## src/rtl/md_hilo_if.sv

```systemverilog
`default_nettype none
// ============================================================================
// Module      : md_hilo_if
// Description : Request/result and MTHI/MTLO bus between a core and md_hilo.
// Revision    : 1.0 - initial release
// ============================================================================
interface md_hilo_if;
    logic        md_valid;
    logic [1:0]  md_op;
    logic [31:0] md_src1;
    logic [31:0] md_src2;
    logic        md_ready;
    logic        md_done;
    logic        div_by_zero;
    logic        hi_wen;
    logic        lo_wen;
    logic [31:0] hi_wdata;
    logic [31:0] lo_wdata;
    logic [31:0] hi_rdata;
    logic [31:0] lo_rdata;

    modport master (
        output md_valid, md_op, md_src1, md_src2,
        output hi_wen, lo_wen, hi_wdata, lo_wdata,
        input  md_ready, md_done, div_by_zero, hi_rdata, lo_rdata
    );

    modport slave (
        input  md_valid, md_op, md_src1, md_src2,
        input  hi_wen, lo_wen, hi_wdata, lo_wdata,
        output md_ready, md_done, div_by_zero, hi_rdata, lo_rdata
    );
endinterface
`default_nettype wire

```

## src/rtl/md_hilo.sv

```systemverilog
`default_nettype none
// ============================================================================
// Module      : md_hilo
// Description : Iterative 32-bit multiply/divide unit with HI/LO registers.
//               MD_FAST_MUL_EN selects a single-cycle array multiplier.
// Revision    : 1.0 - initial release
// ============================================================================
module md_hilo (
    input  wire logic   clk,
    input  wire logic   resetn,
    md_hilo_if.slave    bus
);
    localparam logic [1:0] c_ST_IDLE = 2'd0;
    localparam logic [1:0] c_ST_CALC = 2'd1;
    localparam logic [1:0] c_ST_DONE = 2'd2;

    logic [1:0]  r_state;
    logic [4:0]  r_cnt;
    logic [31:0] r_hi;
    logic [31:0] r_lo;
    logic        r_ready;
    logic        r_done;
    logic        r_dbz;
    logic        r_is_div;
    logic        r_neg_q;
    logic        r_neg_r;
    logic [31:0] r_src1;
    logic [31:0] r_b;
    logic [31:0] r_wh;
    logic [31:0] r_wl;

    logic        w_accept;
    logic        w_signed;
    logic [31:0] w_mag1;
    logic [31:0] w_mag2;
    logic [32:0] w_madd;
    logic [32:0] w_rem_sh;
    logic        w_qbit;
    logic [31:0] w_sub;
    logic [31:0] w_wh_nx;
    logic [31:0] w_wl_nx;
    logic [63:0] w_prod;
    logic [63:0] w_prod_fix;
    logic [31:0] w_quo;
    logic [31:0] w_rem;
    logic        w_dbz;

    assign w_accept = bus.md_valid & r_ready;
    assign w_signed = ~bus.md_op[0];
    assign w_mag1   = (w_signed & bus.md_src1[31]) ? (32'd0 - bus.md_src1) : bus.md_src1;
    assign w_mag2   = (w_signed & bus.md_src2[31]) ? (32'd0 - bus.md_src2) : bus.md_src2;

    // Multiply: {r_wh,r_wl} shifts right, adding the multiplicand on a set LSB.
    assign w_madd   = {1'b0, r_wh} + (r_wl[0] ? {1'b0, r_b} : 33'd0);
    // Divide: restoring step on {r_wh,r_wl} shifted left; r_wh stays below r_b.
    assign w_rem_sh = {r_wh, r_wl[31]};
    assign w_qbit   = (w_rem_sh >= {1'b0, r_b});
    assign w_sub    = w_rem_sh[31:0] - r_b;

    always_comb begin
        w_wh_nx = {1'b0, w_madd[32:2], w_madd[1]};
        w_wl_nx = {w_madd[0], r_wl[31:1]};
        if (r_is_div) begin
            w_wh_nx = w_qbit ? w_sub : w_rem_sh[31:0];
            w_wl_nx = {r_wl[30:0], w_qbit};
        end
    end

    assign w_prod     = {w_wh_nx, w_wl_nx};
    assign w_prod_fix = r_neg_q ? (64'd0 - w_prod) : w_prod;
    assign w_quo      = r_neg_q ? (32'd0 - w_wl_nx) : w_wl_nx;
    assign w_rem      = r_neg_r ? (32'd0 - w_wh_nx) : w_wh_nx;
    assign w_dbz      = r_is_div & (r_b == 32'd0);

`ifdef MD_FAST_MUL_EN
    logic [63:0] w_ext1;
    logic [63:0] w_ext2;
    logic [63:0] w_fast_prod;
    assign w_ext1      = {{32{w_signed & bus.md_src1[31]}}, bus.md_src1};
    assign w_ext2      = {{32{w_signed & bus.md_src2[31]}}, bus.md_src2};
    assign w_fast_prod = w_ext1 * w_ext2;
`endif

    always_ff @(posedge clk) begin
        if (!resetn) begin
            r_state <= c_ST_IDLE;
            r_cnt   <= 5'd0;
            r_hi    <= 32'd0;
            r_lo    <= 32'd0;
            r_ready <= 1'b1;
            r_done  <= 1'b0;
            r_dbz   <= 1'b0;
        end else begin
            r_done <= 1'b0;
            r_dbz  <= 1'b0;
            case (r_state)
                c_ST_IDLE: begin
                    if (bus.hi_wen) r_hi <= bus.hi_wdata;
                    if (bus.lo_wen) r_lo <= bus.lo_wdata;
                    if (w_accept) begin
                        r_is_div <= bus.md_op[1];
                        r_neg_q  <= w_signed & (bus.md_src1[31] ^ bus.md_src2[31]);
                        r_neg_r  <= w_signed & bus.md_src1[31];
                        r_src1   <= bus.md_src1;
                        r_b      <= w_mag2;
                        r_wh     <= 32'd0;
                        r_wl     <= w_mag1;
                        r_cnt    <= 5'd0;
                        r_ready  <= 1'b0;
                        r_state  <= c_ST_CALC;
`ifdef MD_FAST_MUL_EN
                        // Product lands in the accept edge; later assignment beats MTHI/MTLO.
                        if (!bus.md_op[1]) begin
                            r_hi    <= w_fast_prod[63:32];
                            r_lo    <= w_fast_prod[31:0];
                            r_done  <= 1'b1;
                            r_state <= c_ST_DONE;
                        end
`endif
                    end
                end
                c_ST_CALC: begin
                    r_wh  <= w_wh_nx;
                    r_wl  <= w_wl_nx;
                    r_cnt <= r_cnt + 5'd1;
                    if (r_cnt == 5'd31) begin
                        r_state <= c_ST_DONE;
                        r_done  <= 1'b1;
                        r_dbz   <= w_dbz;
                        if (w_dbz) begin
                            r_hi <= r_src1;
                            r_lo <= 32'hFFFF_FFFF;
                        end else if (r_is_div) begin
                            r_hi <= w_rem;
                            r_lo <= w_quo;
                        end else begin
                            r_hi <= w_prod_fix[63:32];
                            r_lo <= w_prod_fix[31:0];
                        end
                    end
                end
                c_ST_DONE: begin
                    r_state <= c_ST_IDLE;
                    r_ready <= 1'b1;
                end
                default: begin
                    r_state <= c_ST_IDLE;
                    r_ready <= 1'b1;
                end
            endcase
        end
    end

    assign bus.md_ready    = r_ready;
    assign bus.md_done     = r_done;
    assign bus.div_by_zero = r_dbz;
    assign bus.hi_rdata    = r_hi;
    assign bus.lo_rdata    = r_lo;
endmodule
`default_nettype wire
```

## src/flat_wrapper.sv

```systemverilog
// flat-port wrapper written by rule: the top's interface ports become plain ports
module md_hilo_flat 
  (clk, resetn, bus_md_valid, bus_md_op, bus_md_src1, bus_md_src2, bus_hi_wen, bus_lo_wen, bus_hi_wdata, bus_lo_wdata, bus_md_ready, bus_md_done, bus_div_by_zero, bus_hi_rdata, bus_lo_rdata);
  md_hilo_if bus_i ();
  input  wire logic clk;
  input  wire logic resetn;
  input wire logic [$bits(bus_i.md_valid)-1:0] bus_md_valid;
  input wire logic [$bits(bus_i.md_op)-1:0] bus_md_op;
  input wire logic [$bits(bus_i.md_src1)-1:0] bus_md_src1;
  input wire logic [$bits(bus_i.md_src2)-1:0] bus_md_src2;
  input wire logic [$bits(bus_i.hi_wen)-1:0] bus_hi_wen;
  input wire logic [$bits(bus_i.lo_wen)-1:0] bus_lo_wen;
  input wire logic [$bits(bus_i.hi_wdata)-1:0] bus_hi_wdata;
  input wire logic [$bits(bus_i.lo_wdata)-1:0] bus_lo_wdata;
  output wire logic [$bits(bus_i.md_ready)-1:0] bus_md_ready;
  output wire logic [$bits(bus_i.md_done)-1:0] bus_md_done;
  output wire logic [$bits(bus_i.div_by_zero)-1:0] bus_div_by_zero;
  output wire logic [$bits(bus_i.hi_rdata)-1:0] bus_hi_rdata;
  output wire logic [$bits(bus_i.lo_rdata)-1:0] bus_lo_rdata;
  assign bus_i.md_valid = bus_md_valid;
  assign bus_i.md_op = bus_md_op;
  assign bus_i.md_src1 = bus_md_src1;
  assign bus_i.md_src2 = bus_md_src2;
  assign bus_i.hi_wen = bus_hi_wen;
  assign bus_i.lo_wen = bus_lo_wen;
  assign bus_i.hi_wdata = bus_hi_wdata;
  assign bus_i.lo_wdata = bus_lo_wdata;
  assign bus_md_ready = bus_i.md_ready;
  assign bus_md_done = bus_i.md_done;
  assign bus_div_by_zero = bus_i.div_by_zero;
  assign bus_hi_rdata = bus_i.hi_rdata;
  assign bus_lo_rdata = bus_i.lo_rdata;
  md_hilo u_core (.clk(clk), .resetn(resetn), .bus(bus_i));
endmodule
```

## config.mk

```make
export PLATFORM = sky130hd
export DESIGN_NAME = md_hilo_flat
export DESIGN_NICKNAME = d
export VERILOG_FILES = /design/src/rtl/md_hilo_if.sv /design/src/rtl/md_hilo.sv /design/src/flat_wrapper.sv
export SDC_FILE = /design/constraint.sdc
export NUM_CORES = 1
export LEC_CHECK = 0
export ABC_AREA = 1
export BUFFER_PORTS_ARGS = -buffer_cell sky130_fd_sc_hd__buf_2
export CAP_MARGIN = 20
export CORE_ASPECT_RATIO = 0.9
export CORE_MARGIN = 4
export CORE_UTILIZATION = 50
export CTS_BUF_LIST = sky130_fd_sc_hd__clkbuf_4 sky130_fd_sc_hd__clkbuf_8 sky130_fd_sc_hd__clkbuf_16
export DETAILED_ROUTE_END_ITERATION = 6
export HOLD_SLACK_MARGIN = 0.02
export PLACE_DENSITY = 0.78
export SLEW_MARGIN = 20
export SYNTH_ARGS = -nofsm -noshare
export SYNTH_HDL_FRONTEND = slang
export SYNTH_SLANG_ARGS = --single-unit
```

## constraint.sdc

```tcl
create_clock -name clk -period 4.57 [get_ports clk]
set_input_delay 0.457 -clock clk [delete_from_list [all_inputs] [get_ports clk]]
set_output_delay 0.457 -clock clk [all_outputs]
set_load 0.01 [all_outputs]
```

==> results_dict.tcl <==
set metrics [dict create \
    worstPathArrival_ns 4.79 \
    fp.dieH_um 189 \
    worstSetupPathType "flip-flop to flip-flop" \
    power_density_nw_per_um2 347 \
    coreArea_um2 35400 \
    synth_common_cells "794 x nand2_1, 381 x inv_1, 308 x nor2_1" \
    clkTransAtPathRegs_ns 0.06 \
    grt_antenna_before_repair 2 \
    cpLargestDelayFamily "simple AND/OR/NAND/NOR gates" \
    synth_edf_count 131 \
    gp_congestion 1.05 \
    synth.net_count 3046 \
    max_stage_delay_ns 0.46 \
    multi_input_area_um2 10900 \
    numPortBuffers 201 \
    pwr-share-clk 0.295 \
    io_pins 202 \
    seq_power_share 0.324 \
    fmax_ghz 0.231 \
    critPathMaxFanout 5 \
    htreeDepth 1 \
    ir_worst_vdd_mv 0.291 \
    dr_total_vias 20400 \
    die_x_um 209 \
    start_util 0.512 \
    max-slew-margin-rel 0.243 \
    timing.final.crit_share 0.948 \
    grtUsageTotal 0.359 \
    worstHoldPathType "primary input to flip-flop" \
    seqCellArea_um2 5420 \
    power_frac_comb 0.381 \
    area.growth.synth_to_final_pct 14.1 \
    synth_area_leaders "edfxtp_1 22%, nand2_1 16%, dfxtp_1 8.2%, inv_1 7.9%, nor2_1 6.4%" \
    drive_above_1_share 0.140 \
    wl_per_cell_um 21.0 \
    cts_tree "built" \
    finalMaxSlewViolations 0 \
    synth_top_area_frac 0.217 \
    cp_num_buf_inv 5 \
    fin_crit_ns 4.33 \
    syn_avg_cell_area_um2 6.38 \
    synthCells 2839 \
    wl_met1_um 32200 \
    drt_wl_total_um 73800 \
    hold_viol 0 \
    status "finished clean" \
    synthDistinctLibCells 54 \
    cap_violations 0 \
    vias_per_cell 5.80 \
    wl_met3_um 9900 \
    clock_skew_ns 0.0136 \
    grt_max_degree 110 \
    die_area_um2 39300 \
    dr.first_iter.drc_count 2614 \
    grt_pass1_vias 18700 \
    hpwl_um 58400 \
    ys_ff_latch 205 \
    swShare 0.409 \
    nets 3234 \
    worst_pin_slew_ns 1.13 \
    fill_cells 3535 \
    drc 0 \
    cts.sinks 205 \
    leakagePower_nw 10.0 \
    rows 65 \
    overflow 0 \
    switchingPower_mw 2.93 \
    dpl_worst_slack_ns 0.169 \
    setup_viol 0 \
    synth_area_um2 18100 \
    finalWorstSetupSlack_ns 0.236 \
    synth-main-ff-cell "edfxtp_1" \
    cp_slowest_cell "fa_1" \
    cts_buffers 25 \
    highest_layer "met4" \
    fin_util 0.584 \
    ys_seq_area_frac 0.299 \
    synth.most_common_cell "nand2_1" \
    crit_required_ns 5.03 \
    start_kind "flip-flop" \
    p_int_mw 4.25 \
    antenna_left 0 \
    route.met2.wl_um 29900 \
    synth-async-reset-ratio 0 \
    clk_latency_ns 0.57 \
    yosysTopAreaCell "edfxtp_1" \
    grt_pass1_wl_um 111000 \
    synth_warnings 0 \
    cts_root_buffer "clkbuf_16" \
    clockBufferDepth 3 \
    dr.pass1.iters 7 \
    end_kind "flip-flop" \
    crit_top_cell "nand2_1" \
]
-- final cells by class --
cell class,count,share of cell area
Antenna cell,2,0.000242
Sequential cell,205,0.262
Clock inverter,10,0.00369
Timing Repair Buffer,252,0.0690
Clock buffer,36,0.0380
Inverter,397,0.0721
Tap cell,469,0.0284
Multi-Input combinational cell,2146,0.527
-- cells in the final DEF (no fill, tap or decap), types with 67 or more instances in the layout --
cell type and instances:
buf_2 201, nand2_1 791, ha_1 67, nor2_1 302
inv_1 381, nand3_1 188, a21oi_1 207, edfxtp_1 131
dfxtp_1 74, o21ai_0 185
-- kinds of logic after synthesis --
logic type,count (synthesis),share of synthesized area
buffers and inverters,488,0.105
adder cells (fa/ha/maj),72,0.0506
XOR/XNOR,76,0.0368
multiplexers,5,0.00276
AND/OR/NAND/NOR,1513,0.362
AO/OA/AOI/OAI,480,0.144
flip-flops,205,0.299
-- per-stage QoR --
stage	cell area, um2	power, mW	std cells	hold WS [ns]	TNS [ns]
floorplan	18100	4.03	2839	0.444	0
global placement	19700	4.98	3468	0.451	0
detailed placement	19700	5.00	3468	0.452	0
CTS	20600	7.10	3514	0.0580	0
global route	20700	7.52	3516	0.0628	-0.0465
finish	20700	7.18	3517	0.0681	0
-- state kept, by name, indices dropped and copies added, names as in the netlist --
| signal | count |
|---|---|
| u_core.bus.lo_rdata | 32 |
| u_core.r_is_div | 1 |
| u_core.r_wl | 32 |
| u_core.r_neg_q | 1 |
| u_core.bus.md_done | 1 |
| u_core.r_cnt | 5 |
| u_core.r_wh | 32 |
| u_core.r_b | 32 |
| u_core.r_state | 2 |
| u_core.r_src1 | 32 |
| u_core.r_neg_r | 1 |
| u_core.bus.hi_rdata | 32 |
| u_core.bus.md_ready | 1 |
| u_core.bus.div_by_zero | 1 |
-- power groups by stage --
stage	logic [mW]	clock network, mW	registers, mW
2_1_floorplan	1.68	0	2.35
3_3_place_gp	2.62	0	2.35
3_5_place_dp	2.64	0	2.36
4_1_cts	2.65	2.12	2.32
5_1_grt	2.98	2.20	2.34
6_report	2.74	2.11	2.33
-- final timing paths --
| kind | start | endpoint | slack, ns | depth (start not counted) |
|---|---|---|---|---|
| max | u_core.r_wl[31]$_DFFE_PP_ | u_core.bus.hi_rdata[19]$_SDFFE_PN0P_ | 0.24 | 25 |
| min | bus_md_op[1] | u_core.r_is_div$_DFFE_PP_ | 0.07 | 1 |
| max reg2reg | u_core.r_wl[31]$_DFFE_PP_ | u_core.bus.hi_rdata[19]$_SDFFE_PN0P_ | 0.24 | 25 |
| min reg2reg | u_core.bus.lo_rdata[23]$_SDFFE_PN0P_ | u_core.bus.lo_rdata[23]$_SDFFE_PN0P_ | 0.46 | 2 |
-- what timing repair did --
item,CTS,global route
hold buffers,0,0
endpoints found under the setup margin,0,22
gates resized for setup,0,16
buffers inserted,0,1
-- metal layers --
layer / vias to the layer above / track usage
li1: 9640 / -
met1: 9372 / 0.549
met2: 1240 / 0.517
met3: 140 / 0.0862
met4: 0 / 0.0690
met5: - / 0
Note: power is estimated with default switching activity, not from simulation.
